File: config.mk
export PLATFORM = sky130hd
export DESIGN_NAME = joy_arbiter
export DESIGN_NICKNAME = d
export VERILOG_FILES = /design/src/rtl/joy_arbiter.sv
export SDC_FILE = /design/constraint.sdc
export NUM_CORES = 1
export LEC_CHECK = 0
export ABC_CLOCK_PERIOD_IN_PS = 3200
export CORE_MARGIN = 5
export CORE_UTILIZATION = 57
export DETAILED_ROUTE_END_ITERATION = 8
export PLACE_DENSITY = 0.87
export SYNTH_ARGS = -nofsm -noshare
export SYNTH_HDL_FRONTEND = slang
export SYNTH_SLANG_ARGS = --single-unit
File: constraint.sdc
create_clock -name clk -period 3.2 [get_ports clk]
set_input_delay 0.64 -clock clk [delete_from_list [all_inputs] [get_ports clk]]
set_output_delay 0.64 -clock clk [all_outputs]
set_load 0.05 [all_outputs]
File: src/rtl/joy_arbiter.sv
// ============================================================================
// joy_arbiter: two-player joystick synchroniser, debouncer and first-press
// arbiter with a registered valid/ready answer port.  Rev 1.0
// ============================================================================
`default_nettype none

module joy_arbiter #(
  parameter int DEBOUNCE_CYCLES = 16
) (
  input  logic       clk,
  input  logic       rst_n,
  input  logic [3:0] joy_l,
  input  logic [3:0] joy_r,
  input  logic       enable,
  input  logic       ans_ready,
  output logic       ans_valid,
  output logic       ans_player,
  output logic [1:0] ans_choice,
  output logic       armed
);

  localparam int              c_CW   = $clog2(DEBOUNCE_CYCLES + 1);
  localparam logic [c_CW-1:0] c_LAST = c_CW'(DEBOUNCE_CYCLES - 1);
  localparam logic [c_CW-1:0] c_PRE  = c_CW'(DEBOUNCE_CYCLES - 2);

  typedef enum logic [1:0] {
    S_IDLE    = 2'd0,
    S_ARMED   = 2'd1,
    S_REPORT  = 2'd2,
    S_LOCKOUT = 2'd3
  } state_t;

  // index 0 = left player, index 1 = right player
  logic [1:0][3:0]      r_s1;
  logic [1:0][3:0]      r_s2;
  logic [1:0][3:0]      r_filt;
  logic [1:0][c_CW-1:0] r_cnt;

  state_t     r_state;
  logic       r_tok;
  logic       r_valid;
  logic       r_player;
  logic [1:0] r_choice;
  logic       r_armed;

  logic [1:0] w_legal;
  logic [1:0] w_rel;
  logic [1:0] w_settled;
  logic       w_tie;
  logic       w_win;
  logic [1:0] w_choice;

  function automatic logic [1:0] enc(input logic [3:0] v);
    logic [1:0] r;
    r = 2'd0;
    case (v)
      4'b0010: r = 2'd1;
      4'b0100: r = 2'd2;
      4'b1000: r = 2'd3;
      default: r = 2'd0;
    endcase
    return r;
  endfunction

  // Counter restarts when the next sync2 value differs, so the filtered
  // vector loads on the edge where the count reaches DEBOUNCE_CYCLES-1.
  always_ff @(posedge clk or negedge rst_n) begin
    if (!rst_n) begin
      r_s1   <= '0;
      r_s2   <= '0;
      r_filt <= '0;
      r_cnt  <= '0;
    end else begin
      r_s1 <= {joy_r, joy_l};
      r_s2 <= r_s1;
      for (int p = 0; p < 2; p++) begin
        if (r_s1[p] != r_s2[p]) begin
          r_cnt[p] <= '0;
        end else if (r_cnt[p] != c_LAST) begin
          r_cnt[p] <= r_cnt[p] + 1'b1;
          if (r_cnt[p] == c_PRE) r_filt[p] <= r_s2[p];
        end
      end
    end
  end

  always_comb begin
    for (int p = 0; p < 2; p++) begin
      w_legal[p]   = $onehot(r_filt[p]);
      w_rel[p]     = (r_filt[p] == 4'b0000);
      w_settled[p] = (r_cnt[p] == c_LAST);
    end
    w_tie    = w_legal[0] && w_legal[1];
    w_win    = w_tie ? r_tok : w_legal[1];
    w_choice = w_win ? enc(r_filt[1]) : enc(r_filt[0]);
  end

  // Arming also waits for both debouncers to settle, so a stick held through
  // reset is seen as pressed (not released) before the round can open.
  always_ff @(posedge clk or negedge rst_n) begin
    if (!rst_n) begin
      r_state  <= S_IDLE;
      r_tok    <= 1'b0;
      r_valid  <= 1'b0;
      r_player <= 1'b0;
      r_choice <= 2'd0;
      r_armed  <= 1'b0;
    end else begin
      case (r_state)
        S_IDLE: begin
          if (enable && (&w_rel) && (&w_settled)) begin
            r_state <= S_ARMED;
            r_armed <= 1'b1;
          end
        end
        S_ARMED: begin
          if (!enable) begin
            r_state <= S_IDLE;
            r_armed <= 1'b0;
          end else if (|w_legal) begin
            r_state  <= S_REPORT;
            r_armed  <= 1'b0;
            r_valid  <= 1'b1;
            r_player <= w_win;
            r_choice <= w_choice;
            if (w_tie) r_tok <= ~r_tok;
          end
        end
        S_REPORT: begin
          if (ans_ready) begin
            r_state <= S_LOCKOUT;
            r_valid <= 1'b0;
          end
        end
        S_LOCKOUT: begin
          if (&w_rel) r_state <= S_IDLE;
        end
        default: begin
          r_state <= S_IDLE;
          r_armed <= 1'b0;
          r_valid <= 1'b0;
        end
      endcase
    end
  end

  assign ans_valid  = r_valid;
  assign ans_player = r_player;
  assign ans_choice = r_choice;
  assign armed      = r_armed;

endmodule

`default_nettype wire

==> out/results.ini <==
[placed_design]
dpl_cell_area_um2 = 2220
dp_worst_setup_slack_ps = 287
io_buffers = 16
detailed_place_hpwl_um = 2380
routabilityCongestion = 0.830

[global_routing]
grt_pass1_vias = 1298
track_usage_pct = 14.2
overflow = 0
grt_pass1_wl_um = 5510
antenna_found_initial = 0
grt_max_degree = 43

[finish]
syn2layout_area_growth_pct = 13.2
postLayoutCellArea_um2 = 2280
final_nets = 220
drive_gt1_share_pct = 12.4
n_antenna_cell = 0

[pwr]
leakagePower_nw = 1.11
power_density_nw_per_um2 = 378
peakVddDrop_v = 0.000271

[floorplan]
start_util_pct = 59.8
core_um2 = 3360
io-pin-count = 17
num_rows = 21
dieArea_um2 = 4810
die_w_um = 69.4
dieHeight_um = 69.4

[clocking]
cts_made_buffers = 5
cts_tree = done
postCtsResizedCells = 0
numClockSinks = 42
clock_path_buffers = 2
clock_latency_ps = 350
cts_root_buf = clkbuf_4
htree_levels = 2
clk_pin_slew_ps = 120
cts_hold_buf = 0
cts_setup_buffers = 0

[flow_run]
drv_cap = 0

[synthesis]
netlist-cell-type-count = 33
netlist_area_um2 = 2010
syn_avg_cell_area_um2 = 11.8
synth_largest_area_cell = dfrtp_1
ys_warn_count = 0
synth_top_area_share_pct = 52.3
syn-num-nets = 199
synthCells = 171
synthTopCellsByArea = dfrtp_1, ha_1, xnor2_1
synth_seq_cells = 42
ys_seq_area_share_pct = 52.3

[route]
drc = 0
firstDrtPassIters = 5
dr.first_iter.drc_count = 39
wl_um = 3110
vias = 1249
ant_nets = 0
via_per_inst = 5.23
wire_per_inst_um = 13.0

[status]
status = finished, final reports clean

[sta]
finalWorstSetupSlack_ps = 291
hold_viol = 0
slew_headroom_pct = 41.4
fin_crit_ps = 2910
finalMaxSlewViolations = 0
setup_viol = 0
setup_tns_ps = 0
grt_setup_unrepaired = false
skew_ps = 13.0
fmax_mhz = 344
fin_crit_sh_pct = 90.9
worst_pin_slew_ps = 878

[critical_path]
crit_type = flip-flop to flip-flop
crit_required_ps = 3440
path_max_fanout = 5
arrival_ps = 3150
critPathLaunchType = flip-flop
crit_path_end_kind = flip-flop

[min_path]
hp-class = input port to async pin

[cell usage in the layout, fill, tap and decap left out, types with 3 or more instances in the layout]
cell type and count:
dfrtp_1 42, nor2_1 22, inv_1 16, clkdlybuf4s50_1 15, ha_1 14, xnor2_1 11
mux2_2 7, xor2_1 6, nand2_1 6, clkbuf_4 5, nand4_1 4, mux2_4 4
a21oi_1 4, mux2i_1 3
[critical path, stage by stage (launching register included)]
cell and delay (ps):
dfrtp_1 440, inv_1 80, fa_1 480, inv_1 40, ha_1 170, ha_1 270
or3b_2 510, nor2_1 200, mux2_2 360, mux2_2 260
[flip-flops by register name, indices dropped and copies added, names as in the netlist, named ones only]
name	cells
ans_choice	2
ans_player	1
ans_valid	1
armed	1
r_cnt	10
r_filt	8
r_s1	8
r_s2	8
r_state	1
r_tok	1
[through the flow]
stage	hold slack, ps	instances	util, %	power, W
final	395	239	67.7	0.000859
after global routing	423	239	67.7	0.000904
after CTS	414	239	67.7	0.000873
after detailed placement	388	231	65.9	0.000605
after global placement	378	231	65.9	0.000602
after floorplan	344	171	-	0.000577
[area by class of cell]
cell class,count,area [µm²]
multi-input combinational,111,892
clock buffer,7,55.1
tap,46,57.6
clock inverter,1,5.00
sequential,42,1050
fill,273,1090
inverter,16,60.1
timing repair buffer,16,155
[power by group]
part / internal (W) / total [W] / switching (W)
Sequential: 0.000542 / 0.000552 / 0.00000924
Clock: 0.000107 / 0.000266 / 0.000159
Combinational: 0.0000210 / 0.0000418 / 0.0000209
Total: 0.000670 / 0.000859 / 0.000189
[routing by layer]
metal / vias to the layer above / track usage (%) / share of wire [%]
li1: 610 / - / -
met1: 609 / 15.2 / 43
met2: 24 / 24.8 / 51
met3: 6 / 5.80 / 4.7
met4: 0 / 5.64 / 1.6
met5: - / 0 / 0
[cell usage after synthesis]
master and count:
nor3_1 1, nand2_1 6, o21ai_0 2, fa_1 2, nor3b_1 2, or3_4 1, nor2_1 22, o31ai_1 1
and3_1 2, ha_1 14, mux2_4 4, nand4b_1 2, or2_2 1, or3b_2 1, nor2_4 1, inv_1 16
nand3_1 1, nand2b_1 2, xor2_1 6, xnor2_1 11, a21oi_1 4, mux2i_1 3, nand4_2 1, nor4b_1 1
nand3b_1 2, dfrtp_1 42, nand4_1 4, clkbuf_1 2, o211ai_1 1, a21o_1 2, nor2b_1 2, mux2_2 7
or4_1 2
[cell families (layout without fill, tap and decap cells)]
kind of cell,after synthesis,after routing,synth area share (%)
buf+inv,18,40,3.36
mux,14,14,8.40
simple gates,54,54,14.9
compound gates,10,10,2.99
fa+ha+maj,16,16,10.7
flops,42,42,52.3
xor+xnor,17,17,7.40
[path summary, 6_finish.rpt]
check / startpoint / slack (ps) / end / cells past startpoint
setup / recovery: r_filt[7] / 290 / ans_choice[0] / 9
setup reg to reg: r_filt[7] / 290 / ans_choice[0] / 9
max in group asynchronous: rst_n / 2250 / r_cnt[1] / 1
hold reg to reg: r_s1[1] / 410 / r_s2[1] / 0
hold / removal: rst_n / 390 / r_cnt[7] / 1
min in group clk: r_s1[1] / 410 / r_s2[1] / 0
Power figures use the tool's default switching activity.
